**src/rtl/game_flow_sequencer_if.sv**
```systemverilog
// rtl/game_flow_sequencer_if.sv - menu/level events in, screen flags and game status out
// GAME_PAUSE_EN adds pause_tgl and paused.
interface game_flow_sequencer_if;
  logic       one_sec;
  logic       menu_start;
  logic [2:0] lvl_selected;
  logic       bumpy_died;
  logic       level_comp;
  logic       menu_screen;
  logic       ready_screen;
  logic       died_screen;
  logic       win_screen;
  logic       over_screen;
  logic       reset_lvl;
  logic [2:0] lvl;
  logic [1:0] lives;
  logic [3:0] sec_left;
  logic       game_done;
`ifdef GAME_PAUSE_EN
  logic       pause_tgl;
  logic       paused;
`endif

  modport master (
`ifdef GAME_PAUSE_EN
    output pause_tgl,
    input  paused,
`endif
    output one_sec, menu_start, lvl_selected, bumpy_died, level_comp,
    input  menu_screen, ready_screen, died_screen, win_screen, over_screen,
    input  reset_lvl, lvl, lives, sec_left, game_done
  );

  modport slave (
`ifdef GAME_PAUSE_EN
    input  pause_tgl,
    output paused,
`endif
    input  one_sec, menu_start, lvl_selected, bumpy_died, level_comp,
    output menu_screen, ready_screen, died_screen, win_screen, over_screen,
    output reset_lvl, lvl, lives, sec_left, game_done
  );
endinterface

```
**src/rtl/game_flow_sequencer.sv**
```systemverilog
// rtl/game_flow_sequencer.sv - game flow FSM: menu, ready, play, died, win and over screens
// Optional pause in PLAY enabled by defining GAME_PAUSE_EN.
module game_flow_sequencer #(
  parameter int SCREEN_SEC  = 3,
  parameter int START_LIVES = 3,
  parameter int NUM_LEVELS  = 5
) (
  input  logic                  clk,
  input  logic                  reset,
  game_flow_sequencer_if.slave  gf
);
  typedef enum logic [2:0] {
    S_MENU, S_READY, S_PLAY, S_DIED, S_WIN, S_OVER
  } state_t;

  localparam logic [3:0] SEC_MAX  = 4'(SCREEN_SEC);
  localparam logic [2:0] LAST_LVL = 3'(NUM_LEVELS - 1);
  localparam logic [1:0] LIVES0   = 2'(START_LIVES);

  state_t     state, state_nxt;
  logic [3:0] sec_cnt, sec_cnt_nxt, sec_left_nxt;
  logic [2:0] lvl_nxt;
  logic [1:0] lives_nxt;
  logic [4:0] flags_nxt;
  logic       reset_lvl_nxt, done_nxt, timed, timeout;
  logic       paused_q, paused_nxt;

  assign timed   = (state != S_MENU) && (state != S_PLAY);
  assign timeout = (sec_cnt == SEC_MAX);

  // Outputs are registered from the next-state decode so they line up with state.
  always_ff @(posedge clk) begin
    if (reset) begin
      state        <= S_MENU;
      sec_cnt      <= '0;
      gf.lvl       <= '0;
      gf.lives     <= '0;
      gf.game_done <= 1'b0;
      gf.reset_lvl <= 1'b1;
      gf.sec_left  <= '0;
      {gf.over_screen, gf.win_screen, gf.died_screen,
       gf.ready_screen, gf.menu_screen} <= 5'b00001;
    end else begin
      state        <= state_nxt;
      sec_cnt      <= sec_cnt_nxt;
      gf.lvl       <= lvl_nxt;
      gf.lives     <= lives_nxt;
      gf.game_done <= done_nxt;
      gf.reset_lvl <= reset_lvl_nxt;
      gf.sec_left  <= sec_left_nxt;
      {gf.over_screen, gf.win_screen, gf.died_screen,
       gf.ready_screen, gf.menu_screen} <= flags_nxt;
    end
  end

  always_comb begin
    state_nxt = state;
    lvl_nxt   = gf.lvl;
    lives_nxt = gf.lives;
    done_nxt  = 1'b0;
    case (state)
      S_MENU: if (gf.menu_start) begin
        state_nxt = S_READY;
        lvl_nxt   = (gf.lvl_selected > LAST_LVL) ? LAST_LVL : gf.lvl_selected;
        lives_nxt = LIVES0;
      end
      S_READY: if (timeout) state_nxt = S_PLAY;
      // level_comp outranks a same-cycle death; events are frozen while paused.
      S_PLAY: if (!paused_q) begin
        if (gf.level_comp) begin
          state_nxt = S_WIN;
        end else if (gf.bumpy_died) begin
          lives_nxt = gf.lives - 2'd1;
          state_nxt = (gf.lives > 2'd1) ? S_DIED : S_OVER;
        end
      end
      S_DIED: if (timeout) state_nxt = S_READY;
      S_WIN: if (timeout) begin
        if (gf.lvl < LAST_LVL) begin
          lvl_nxt   = gf.lvl + 3'd1;
          state_nxt = S_READY;
        end else begin
          state_nxt = S_MENU;
          done_nxt  = 1'b1;
        end
      end
      S_OVER: if (timeout) state_nxt = S_MENU;
      default: state_nxt = S_MENU;
    endcase

    sec_cnt_nxt = sec_cnt;
    if (state_nxt != state)
      sec_cnt_nxt = '0;
    else if (timed && gf.one_sec && !timeout)
      sec_cnt_nxt = sec_cnt + 4'd1;
  end

  always_comb begin
    flags_nxt    = '0;
    sec_left_nxt = '0;
    case (state_nxt)
      S_MENU:  flags_nxt[0] = 1'b1;
      S_READY: flags_nxt[1] = 1'b1;
      S_DIED:  flags_nxt[2] = 1'b1;
      S_WIN:   flags_nxt[3] = 1'b1;
      S_OVER:  flags_nxt[4] = 1'b1;
      default: flags_nxt    = '0;
    endcase
    if (state_nxt != S_MENU && state_nxt != S_PLAY)
      sec_left_nxt = SEC_MAX - sec_cnt_nxt;
    reset_lvl_nxt = (state_nxt != S_PLAY) || paused_nxt;
  end

`ifdef GAME_PAUSE_EN
  always_ff @(posedge clk) begin
    if (reset) paused_q <= 1'b0;
    else       paused_q <= paused_nxt;
  end

  // A same-cycle event leaves PLAY, which both clears paused and drops the toggle.
  always_comb begin
    paused_nxt = 1'b0;
    if (state == S_PLAY && state_nxt == S_PLAY)
      paused_nxt = paused_q ^ gf.pause_tgl;
  end

  assign gf.paused = paused_q;
`else
  assign paused_q   = 1'b0;
  assign paused_nxt = 1'b0;
`endif
endmodule
```
**src/flat_wrapper.sv**
```systemverilog
// flat-port wrapper written by rule: the top's interface ports become plain ports
module game_flow_sequencer_flat 
#(
  parameter int SCREEN_SEC  = 3,
  parameter int START_LIVES = 3,
  parameter int NUM_LEVELS  = 5
)
  (clk, reset, gf_one_sec, gf_menu_start, gf_lvl_selected, gf_bumpy_died, gf_level_comp, gf_menu_screen, gf_ready_screen, gf_died_screen, gf_win_screen, gf_over_screen, gf_reset_lvl, gf_lvl, gf_lives, gf_sec_left, gf_game_done);
  game_flow_sequencer_if gf_i ();
  input  logic clk;
  input  logic reset;
  input wire logic [$bits(gf_i.one_sec)-1:0] gf_one_sec;
  input wire logic [$bits(gf_i.menu_start)-1:0] gf_menu_start;
  input wire logic [$bits(gf_i.lvl_selected)-1:0] gf_lvl_selected;
  input wire logic [$bits(gf_i.bumpy_died)-1:0] gf_bumpy_died;
  input wire logic [$bits(gf_i.level_comp)-1:0] gf_level_comp;
  output wire logic [$bits(gf_i.menu_screen)-1:0] gf_menu_screen;
  output wire logic [$bits(gf_i.ready_screen)-1:0] gf_ready_screen;
  output wire logic [$bits(gf_i.died_screen)-1:0] gf_died_screen;
  output wire logic [$bits(gf_i.win_screen)-1:0] gf_win_screen;
  output wire logic [$bits(gf_i.over_screen)-1:0] gf_over_screen;
  output wire logic [$bits(gf_i.reset_lvl)-1:0] gf_reset_lvl;
  output wire logic [$bits(gf_i.lvl)-1:0] gf_lvl;
  output wire logic [$bits(gf_i.lives)-1:0] gf_lives;
  output wire logic [$bits(gf_i.sec_left)-1:0] gf_sec_left;
  output wire logic [$bits(gf_i.game_done)-1:0] gf_game_done;
  assign gf_i.one_sec = gf_one_sec;
  assign gf_i.menu_start = gf_menu_start;
  assign gf_i.lvl_selected = gf_lvl_selected;
  assign gf_i.bumpy_died = gf_bumpy_died;
  assign gf_i.level_comp = gf_level_comp;
  assign gf_menu_screen = gf_i.menu_screen;
  assign gf_ready_screen = gf_i.ready_screen;
  assign gf_died_screen = gf_i.died_screen;
  assign gf_win_screen = gf_i.win_screen;
  assign gf_over_screen = gf_i.over_screen;
  assign gf_reset_lvl = gf_i.reset_lvl;
  assign gf_lvl = gf_i.lvl;
  assign gf_lives = gf_i.lives;
  assign gf_sec_left = gf_i.sec_left;
  assign gf_game_done = gf_i.game_done;
  game_flow_sequencer #(.SCREEN_SEC(SCREEN_SEC), .START_LIVES(START_LIVES), .NUM_LEVELS(NUM_LEVELS)) u_core (.clk(clk), .reset(reset), .gf(gf_i));
endmodule
```
**config.mk**
```make
export PLATFORM = sky130hd
export DESIGN_NAME = game_flow_sequencer_flat
export DESIGN_NICKNAME = d
export VERILOG_FILES = /design/src/rtl/game_flow_sequencer_if.sv /design/src/rtl/game_flow_sequencer.sv /design/src/flat_wrapper.sv
export SDC_FILE = /design/constraint.sdc
export NUM_CORES = 1
export LEC_CHECK = 0
export ABC_AREA = 1
export CAP_MARGIN = 25
export CORE_UTILIZATION = 53
export DETAILED_ROUTE_END_ITERATION = 10
export PLACE_DENSITY_LB_ADDON = 0.25
export RECOVER_POWER = 100
export SLEW_MARGIN = 0
export SYNTH_ARGS = -nofsm -noshare
export SYNTH_HDL_FRONTEND = slang
export SYNTH_SLANG_ARGS = --single-unit
```
**constraint.sdc**
```tcl
create_clock -name clk -period 3.4 [get_ports clk]
set_clock_uncertainty 0.1 [all_clocks]
set_input_delay 0.51 -clock clk [delete_from_list [all_inputs] [get_ports clk]]
set_output_delay 0.51 -clock clk [all_outputs]
set_load 0.005 [all_outputs]
```
==> impl_metrics.json, run 1 <==
{
  "outcome": "finished clean",
  "path_max_fanout": 5,
  "routed_wl_mm": 2.50,
  "ir_drop_v": 0.000248,
  "worstPathRequired_ns": 3.56,
  "die_x_um": 48.7,
  "final_common_cell": "nand2_1",
  "setup_viol": 0,
  "first_pass_iters": 4,
  "initial_core_util_pct": 57.8,
  "syn_area_per_cell_um2": 7.98,
  "max_slew_margin_pct": 65.6,
  "h-tree-depth": 1,
  "path_cells": "ha_1, nand2_1, nor2_1, nand4_1, nand3b_1, clkinvlp_2, nor2_1, nor2_1, a21oi_1",
  "grt_pass1_wl_mm": 4.40,
  "rows": 16,
  "final_cell_mix": "25 x nand2_1, 23 x dfxtp_1, 20 x nor2_1",
  "die_area_mm2": 0.00237,
  "power_density_mw_per_mm2": 349,
  "wl_per_cell_um": 12.6,
  "synth_warnings": 0,
  "filler_cell_count": 179,
  "ys_ff_latch": 23,
  "cts.path.max_buffers": 2,
  "cp.arrival_ns": 2.53,
  "area.sequential_um2": 460,
  "clock-sinks": 23,
  "yosysSeqAreaShare_pct": 39.8,
  "layout_min_cycle_time_ns": 2.37,
  "crit_path_top_delay_cell": "dfxtp_1",
  "cp-end-kind": "register",
  "ys_types": 31,
  "antenna_found_initial": 0,
  "drtAntennaViolNets": 0,
  "rsz0062_at_grt": "no",
  "synth_top_area_share_pct": 39.8,
  "critPathMaxStageDelay_ns": 0.39,
  "tightest_slew_ns": 0.514,
  "fin_setup_tns_ns": 0,
  "cp_num_buf_inv": 1,
  "fp.dieH_um": 48.7,
  "critPathTopFamily": "simple AND/OR/NAND/NOR gates",
  "clk_latency_ns": 0.31,
  "antenna_cells": 0,
  "cts_hold_buf": 0,
  "synth_top_cell_by_area": "dfxtp_1",
  "grt_max_degree": 14,
  "fin_crit_sh_pct": 69.8,
  "finalHoldViolations": 0,
  "gp_congestion": 0.804,
  "cts_resized": 0,
  "crit_type": "register to register",
  "drc": 0,
  "cts_tree": "built",
  "hpwl_mm": 1.96,
  "hold_class": "register to register",
  "syn2layout_area_growth_pct": 21.3,
  "cp-start-kind": "register",
  "maxCapViolCount": 0,
  "fmax_mhz": 421,
  "cts_buffers": 3,
  "syn_area_mm2": 0.00116,
  "core-area_mm2": 0.00200,
  "portBuffers": 24,
  "num-nets-final": 185,
  "final_layout_size_suffix_gt1_share_pct": 14.0,
  "cpMostUsedCell": "nor2_1",
  "root_buffer": "clkbuf_4",
  "grt_pass1_vias": 1061,
  "grt_usage_pct": 23.8,
  "vias_per_cell": 5.21,
  "overflow": 0,
  "clk_pin_slew_ns": 0.12,
  "post-route-util_pct": 70.1,
  "routed-via-count": 1036,
  "multiInputGateArea_um2": 569,
  "p_leak_uw": 0.000624,
  "synth_nets": 157,
  "drt-initial-drc-count": 31,
  "post_cts_buffers": 0,
  "num_io_pins": 25,
  "synth_area_leaders": "dfxtp_1 40%, nand2_1 7.8%, nor2_1 5.8%",
  "drv_slew": 0,
  "syn_inst": 145
}
## area by class of cell
| class | count | share of cell area (%) |
|---|---|---|
| Clock buffer | 3 | 1.60 |
| Clock inverter | 1 | 0.357 |
| Inverter | 19 | 5.17 |
| Multi-Input combinational cell | 102 | 40.6 |
| Sequential cell | 23 | 32.8 |
| Tap cell | 27 | 2.41 |
| Timing Repair Buffer | 24 | 17.1 |
## registers in the layout, indices dropped and copies added (netlist names)
signal and flops:
u_core.gf.game_done 1, u_core.gf.over_screen 1, u_core.gf.reset_lvl 1, u_core.gf.lives 2, u_core.gf.ready_screen 1, u_core.sec_cnt 4
u_core.gf.lvl 3, u_core.state 3, u_core.gf.died_screen 1, u_core.gf.menu_screen 1, u_core.gf.win_screen 1, u_core.gf.sec_left 4
## report_power, final
part | leakage (µW) | switching, µW | internal [µW]
combinational | 0.000418 | 42.0 | 35.4
clock | 0.0000177 | 81.3 | 44.0
sequential | 0.000188 | 7.62 | 280
## per-stage QoR
| stage | hold WS, ns | instances | cell area (µm²) | total power (µW) | setup slack (ns) |
|---|---|---|---|---|---|
| finish | 0.397 | 199 | 1400 | 490 | 1.03 |
| global route | 0.430 | 199 | 1400 | 518 | 0.683 |
| CTS | 0.406 | 199 | 1460 | 506 | 1.45 |
| detailed placement | 0.387 | 195 | 1430 | 384 | 1.12 |
| global placement | 0.375 | 195 | 1430 | 380 | 1.17 |
| floorplan | 0.368 | 145 | 1160 | 346 | 1.82 |
## worst reg2reg max path, delay by kind of cell (launching register included)
| kind | cells | cell delay [ns] |
|---|---|---|
| AND/OR/NAND/NOR | 6 | 1.22 |
| adder cells (fa/ha/maj) | 1 | 0.23 |
| buffers and inverters | 1 | 0.26 |
| flip-flops | 1 | 0.39 |
| AO/OA/AOI/OAI | 1 | 0.12 |
## cell families (layout without fill, tap and decap cells)
kind of cell | after synthesis | count (layout) | synth area share [%]
DFF | 23 | 23 | 39.8
AOI/OAI and AO/OA | 16 | 16 | 7.89
muxes | 1 | 1 | 0.865
and+or+nand+nor | 79 | 79 | 39.2
buffers and inverters | 20 | 47 | 6.70
xor gates and xnor gates | 3 | 3 | 2.27
adders and majority gates | 3 | 3 | 3.24
## synthesized netlist by cell type
cell	count
nand3_2	2
o21bai_1	1
nor2_1	18
nor2_2	2
and2_1	1
a211oi_1	1
nor4_1	1
nand2_4	1
o211ai_1	1
nand2_2	3
inv_4	1
inv_2	7
nand2_1	24
dfxtp_1	23
a311oi_1	1
xor2_1	3
nor2_4	4
mux2i_1	1
nand3_1	11
a21oi_1	5
ha_1	3
nand3b_4	1
o21ai_0	5
nor3_2	4
nor2_8	1
nor4_2	1
nor3_1	2
o21ai_1	2
inv_1	11
clkbuf_1	1
nand4_1	3
## final timing paths
| check | cells after the start | to | startpoint | slack [ns] |
|---|---|---|---|---|
| worst max register to register | 9 | u_core.gf.sec_left[3]$_SDFF_PP0_ | u_core.sec_cnt[0]$_SDFF_PP0_ | 1.03 |
| worst min register to register | 2 | u_core.gf.lives[0]$_SDFFE_PP0P_ | u_core.gf.lives[0]$_SDFFE_PP0P_ | 0.40 |
| worst min-delay path | 2 | u_core.gf.lives[0]$_SDFFE_PP0P_ | u_core.gf.lives[0]$_SDFFE_PP0P_ | 0.40 |
| worst max-delay path | 9 | u_core.gf.sec_left[3]$_SDFF_PP0_ | u_core.sec_cnt[0]$_SDFF_PP0_ | 1.03 |
## routing by layer
layer / up-vias / share of wire [%] / GRT usage, %
met1: 469 / 43 / 27.9
met4: 0 / 1.6 / 12.7
met2: 31 / 52 / 41.7
met3: 5 / 4.0 / 3.14
li1: 531 / - / -
met5: - / 0 / 0
Power figures use the tool's default switching activity.
==> inputs of run 2 (changes only) <==
--- a/config.mk
+++ b/config.mk
@@ -7,7 +7,7 @@
 export LEC_CHECK = 0
 export ABC_AREA = 1
 export CAP_MARGIN = 25
-export CORE_UTILIZATION = 53
+export CORE_UTILIZATION = 49
 export DETAILED_ROUTE_END_ITERATION = 10
 export PLACE_DENSITY_LB_ADDON = 0.25
 export RECOVER_POWER = 100
==> constraint.sdc (replaced) <==
create_clock -name clk -period 2.3 [get_ports clk]
set_clock_uncertainty 0.1 [all_clocks]
set_input_delay 0.345 -clock clk [delete_from_list [all_inputs] [get_ports clk]]
set_output_delay 0.345 -clock clk [all_outputs]
set_load 0.005 [all_outputs]
==> impl_metrics.json, run 2 (synthesis gave the netlist of run 1 again) <==
{
  "outcome": "finished clean",
  "rows": 17,
  "netSwitchingPower_uw": 192,
  "setup_viol": 0,
  "clk_latency_ns": 0.30,
  "routed_wl_mm": 2.41,
  "fp.dieH_um": 50.6,
  "clock-sinks": 23,
  "die_area_mm2": 0.00256,
  "final_common_cell": "nand2_1",
  "hold_slack_ns": 0.385,
  "hold_path_depth": 2,
  "post_cts_buffers": 0,
  "h-tree-depth": 1,
  "final_area_mm2": 0.00142,
  "grt_use_met2_pct": 37.6,
  "initial_core_util_pct": 52.3,
  "hold_path_end": "u_core.gf.lives[0]$_SDFFE_PP0P_",
  "rrSetupSlack_ns": 0.34,
  "p_total_uw": 727,
  "tightest_slew_ns": 0.336,
  "cts_resized": 0,
  "root_buffer": "clkbuf_4",
  "cp-end-kind": "register",
  "post-route-util_pct": 64.4,
  "cp-startpoint": "u_core.sec_cnt[0]$_SDFF_PP0_",
  "cts.path.max_buffers": 2,
  "num-nets-final": 186,
  "maxCapViolCount": 0,
  "power_density_mw_per_mm2": 510,
  "r2r.worst_path.cells": 9,
  "first_pass_iters": 4,
  "cp.arrival_ns": 2.06,
  "worstPathRequired_ns": 2.40,
  "final_layout_size_suffix_gt1_share_pct": 13.9,
  "path_cells": "ha_1, nand3_1, nand2_1, nand2_1, nand3b_1, nand2_4, nand2_2, nor3_1, nor2_1",
  "seq_power_share_pct": 58.3,
  "drc": 0,
  "drt-initial-drc-count": 43,
  "grt_pass1_vias": 952,
  "fin_crit_sh_pct": 85.1,
  "intPower_uw": 535,
  "cp-start-kind": "register",
  "grt_pass1_wl_mm": 4.02,
  "max_slew_margin_pct": 77.4,
  "hpwl_mm": 1.90,
  "min_from": "u_core.gf.lives[0]$_SDFFE_PP0P_",
  "critPathMaxStageDelay_ns": 0.40,
  "rsz0062_at_grt": "no",
  "wl_per_cell_um": 12.0,
  "p_sw_share_pct": 26.4,
  "reg2reg_from": "u_core.sec_cnt[0]$_SDFF_PP0_",
  "syn2layout_area_growth_pct": 23.0,
  "die_x_um": 50.6,
  "drv_slew": 0,
  "finalHoldViolations": 0,
  "crit_type": "register to register",
  "core-area_mm2": 0.00221,
  "num_io_pins": 25,
  "routed-via-count": 1036,
  "vias_per_cell": 5.15,
  "drtAntennaViolNets": 0,
  "timing.rr.end": "u_core.gf.sec_left[0]$_SDFF_PP0_",
  "antenna_cells": 0,
  "place_area_mm2": 0.00144,
  "top_regs": "u_core.gf.sec_left x4, u_core.sec_cnt x4",
  "cts_tree": "built",
  "p_leak_uw": 0.000636,
  "cts_buffers": 3,
  "hold_class": "register to register",
  "pwr-share-comb_pct": 16.8,
  "p_clk_share_pct": 24.9,
  "overflow": 0,
  "clk_pin_slew_ns": 0.12,
  "crit_path_top_delay_cell": "dfxtp_1",
  "path_max_fanout": 5,
  "antenna_found_initial": 0,
  "ir_drop_v": 0.000384,
  "cpMostUsedCell": "nand2_1",
  "grt_max_degree": 14,
  "fin_setup_tns_ns": 0,
  "fmax_mhz": 511,
  "final_cell_mix": "24 x nand2_1, 23 x dfxtp_1, 19 x nor2_1",
  "gp_congestion": 0.807,
  "cts_hold_buf": 0,
  "grt.met3_usage_pct": 3.03,
  "grt-busiest-layer": "met2",
  "layout_min_cycle_time_ns": 1.96,
  "portBuffers": 24,
  "grt_use_met1_pct": 24.3,
  "grt_usage_pct": 20.2
}
run 2: critical path, delay by kind of cell (launching register included):
family | cells | cell delay [ns]
flops | 1 | 0.40
simple gates | 8 | 1.15
fa+ha+maj | 1 | 0.22
run 2: stage by stage:
step           cells  setup slack (ns)
4_1_cts          201             0.438
2_1_floorplan    145             0.717
3_5_place_dp     197             0.306
5_1_grt          201             0.130
3_3_place_gp     197             0.380
6_report         201             0.343
run 2: worst max path at each step:
stage,endpoint,slack (ns),depth (start not counted)
finish,u_core.gf.sec_left[0]$_SDFF_PP0_,0.34,9
global route,u_core.gf.sec_left[0]$_SDFF_PP0_,0.13,9
CTS,u_core.gf.sec_left[3]$_SDFF_PP0_,0.44,9
detailed placement,u_core.gf.sec_left[0]$_SDFF_PP0_,0.31,9
global placement,u_core.gf.sec_left[0]$_SDFF_PP0_,0.38,10
floorplan,u_core.sec_cnt[0]$_SDFF_PP0_,0.72,8
run 2: area by class of cell:
cell class	count	area, µm²
multi-input combinational	102	579
fill	207	788
timing repair buffer	25	248
tap	28	35.0
clock inverter	1	5.00
sequential	23	460
inverter	19	73.8
clock buffer	3	22.5
run 2: routing by layer:
metal | wire length, µm | vias to the layer above
met5 | 0 | -
met4 | 24 | 0
met3 | 58 | 2
met2 | 1260 | 23
met1 | 1070 | 479
li1 | - | 532
run 2: power groups by stage:
stage	Combinational (µW)	Clock (µW)	Sequential [µW]
2_1_floorplan	77.6	0	434
3_3_place_gp	129	0	434
3_5_place_dp	133	0	434
4_1_cts	134	187	425
5_1_grt	136	204	426
6_report	122	181	424
==> inputs of run 3 (changes only) <==
--- a/config.mk
+++ b/config.mk
@@ -5,9 +5,9 @@
 export SDC_FILE = /design/constraint.sdc
 export NUM_CORES = 1
 export LEC_CHECK = 0
-export ABC_AREA = 1
 export CAP_MARGIN = 25
-export CORE_UTILIZATION = 49
+export CORE_UTILIZATION = 50
+export CTS_BUF_LIST = sky130_fd_sc_hd__clkbuf_16
 export DETAILED_ROUTE_END_ITERATION = 10
 export PLACE_DENSITY_LB_ADDON = 0.25
 export RECOVER_POWER = 100
==> impl_metrics.json, run 3 <==
{
  "syn_area_mm2": 0.00125,
  "setup_viol": 0,
  "synth.most_common_cell": "dfxtp_1",
  "drc": 0,
  "antenna_found_initial": 0,
  "synth_area_leaders": "dfxtp_1 37%, nor2_1 5.7%, a21oi_1 3.2%",
  "rsz0062_at_grt": "no",
  "max_slew_margin_pct": 63.5,
  "rows": 17,
  "clk_latency_ns": 0.26,
  "dp_cells": 192,
  "ys_ff_latch": 23,
  "drv_slew": 0,
  "cp-end-kind": "register",
  "p_sw_share_pct": 23.8,
  "ys_top_cells_by_count": "23 x dfxtp_1, 19 x nor2_1, 9 x nand2_1",
  "cts_tree": "built",
  "synthXorXnorAreaFrac_pct": 1.40,
  "synth_top_cell_by_area": "dfxtp_1",
  "synth.area.mux_share_pct": 2.40,
  "routed_wl_mm": 2.78,
  "netSwitchingPower_uw": 222,
  "num-nets-final": 181,
  "crit_type": "register to register",
  "grt_usage_pct": 23.3,
  "filler_cell_count": 179,
  "fmax_mhz": 470,
  "die_x_um": 52.1,
  "cts_hold_buf": 0,
  "area.sequential_um2": 460,
  "place_ws_ns": 0.0977,
  "intPower_uw": 708,
  "antenna_cells": 0,
  "fin_setup_tns_ns": 0,
  "layout_min_cycle_time_ns": 2.13,
  "wl_per_cell_um": 14.2,
  "synth_compound_area_share_pct": 22.6,
  "synthFlopType": "dfxtp_1",
  "hpwl_mm": 1.97,
  "final_cell_mix": "23 x dfxtp_1, 19 x nor2_1, 17 x dlygate4sd3_1",
  "final_common_cell": "dfxtp_1",
  "seq_power_share_pct": 46.7,
  "post_cts_buffers": 0,
  "cts.path.max_buffers": 2,
  "yosysSeqAreaShare_pct": 36.8,
  "async_reset_ff_share_pct": 0,
  "core-area_mm2": 0.00228,
  "synthAdderAreaFrac_pct": 3.00,
  "num_io_pins": 25,
  "vias_per_cell": 5.86,
  "syn_inst": 147,
  "initial_core_util_pct": 55.0,
  "final_layout_size_suffix_gt1_share_pct": 10.7,
  "overflow": 0,
  "pwr-share-comb_pct": 12.3,
  "synth_top_family_by_area": "simple AND/OR/NAND/NOR gates",
  "ys_types": 49,
  "p_leak_uw": 0.000606,
  "hold_class": "register to register",
  "synthSimpleGateAreaFrac_pct": 27.7,
  "root_buffer": "clkbuf_16",
  "hold_slack_ns": 0.418,
  "p_clk_share_pct": 41.1,
  "cp-start-kind": "register",
  "synth_top_area_share_pct": 36.8,
  "worst_slack_ns": 0.172,
  "synth_nets": 159,
  "tightest_slew_ns": 0.542,
  "portBuffers": 24,
  "ir_drop_v": 0.000353,
  "h-tree-depth": 1,
  "grt_max_degree": 17,
  "drt-initial-drc-count": 24,
  "final_area_mm2": 0.00157,
  "die_area_mm2": 0.00271,
  "grt_pass1_wl_mm": 4.59,
  "multiInputGateArea_um2": 712,
  "power_density_mw_per_mm2": 592,
  "routed-via-count": 1148,
  "place_area_mm2": 0.00149,
  "first_pass_iters": 4,
  "gp_congestion": 0.823,
  "grt_pass1_vias": 1067,
  "maxCapViolCount": 0,
  "finalHoldViolations": 0,
  "fin_crit_sh_pct": 92.5,
  "syn2layout_area_growth_pct": 25.3,
  "syn_area_per_cell_um2": 8.52,
  "fp.dieH_um": 52.1,
  "synth_edf_count": 0,
  "clk_pin_slew_ns": 0.06,
  "clock-sinks": 23,
  "drtAntennaViolNets": 0,
  "cp.arrival_ns": 2.18,
  "top_regs": "u_core.gf.sec_left x4, u_core.sec_cnt x4",
  "outcome": "finished clean",
  "stdcell_count": 196,
  "cts_buffers": 3,
  "worstPathRequired_ns": 2.36,
  "synth_warnings": 0,
  "path_max_fanout": 7
}
run 3: cell count changes in the layout (fill, tap and decap cells not counted), sizes merged, moves of 3 or more:
cell,change
nand2,-18
nor2,-5
inv,-14
xor2,-3
a21oi,+4
nor2b,+3
nand3,-9
nor3b,+4
a31oi,+5
o31ai,+3
run 3: routing by layer:
metal  up-vias  global-route usage, %  share of wire, %
li1        573                      -                 -
met1       531                   29.8                46
met2        39                   37.0                46
met3         5                   4.68               5.9
met4         0                   10.8               1.8
met5         -                      0                 0
run 3: logic make-up (layout without fill, tap and decap cells):
family	Yosys count	after routing
adder cells (fa/ha/maj)	3	3
buffers and inverters	15	36
AO/OA/AOI/OAI	39	39
multiplexers	3	3
flip-flops	23	23
AND/OR/NAND/NOR	62	62
XOR/XNOR	2	2
run 3: final timing paths:
kind	start	endpoint	slack (ns)	cells after the start
min	u_core.gf.lvl[1]$_SDFFE_PP0P_	u_core.gf.lvl[1]$_SDFFE_PP0P_	0.42	2
max reg2reg	u_core.sec_cnt[0]$_SDFF_PP0_	u_core.gf.ready_screen$_SDFF_PP0_	0.17	6
max	u_core.sec_cnt[0]$_SDFF_PP0_	u_core.gf.ready_screen$_SDFF_PP0_	0.17	6
min reg2reg	u_core.gf.lvl[1]$_SDFFE_PP0P_	u_core.gf.lvl[1]$_SDFFE_PP0P_	0.42	2
run 3: cell type report:
class	instances	share of cell area (%)
multi-input cells	109	45.4
repair buffers	27	16.7
clock buffers	3	4.78
flip-flops and latches	23	29.3
inverters	5	1.20
well taps	28	2.23
clock inverters	1	0.319
run 3: timing repair:
| action | CTS | global route |
|---|---|---|
| resized for setup | 0 | 1 |
| endpoints found under the hold margin | 0 | 0 |
| setup endpoints to repair | 0 | 3 |
run 3: through the flow:
step | util [%] | total power (µW)
after floorplan | - | 503
after global placement | 65.5 | 559
after detailed placement | 65.5 | 562
after CTS | 69.0 | 939
after global routing | 68.9 | 965
final | 68.9 | 929
run 3: critical path, cell delays in order, from the launching register on:
cell and delay (ns):
dfxtp_1 0.44, ha_1 0.32, nor3b_4 0.36, mux2i_1 0.22, o211a_1 0.32, nor2_1 0.10, and3b_1 0.17
run 3: power by group through the flow:
stage | logic (µW) | registers (µW) | clock network, µW
final | 114 | 434 | 381
after global routing | 126 | 437 | 402
after CTS | 120 | 434 | 384
after detailed placement | 119 | 443 | 0
after global placement | 117 | 442 | 0
after floorplan | 67.9 | 435 | 0
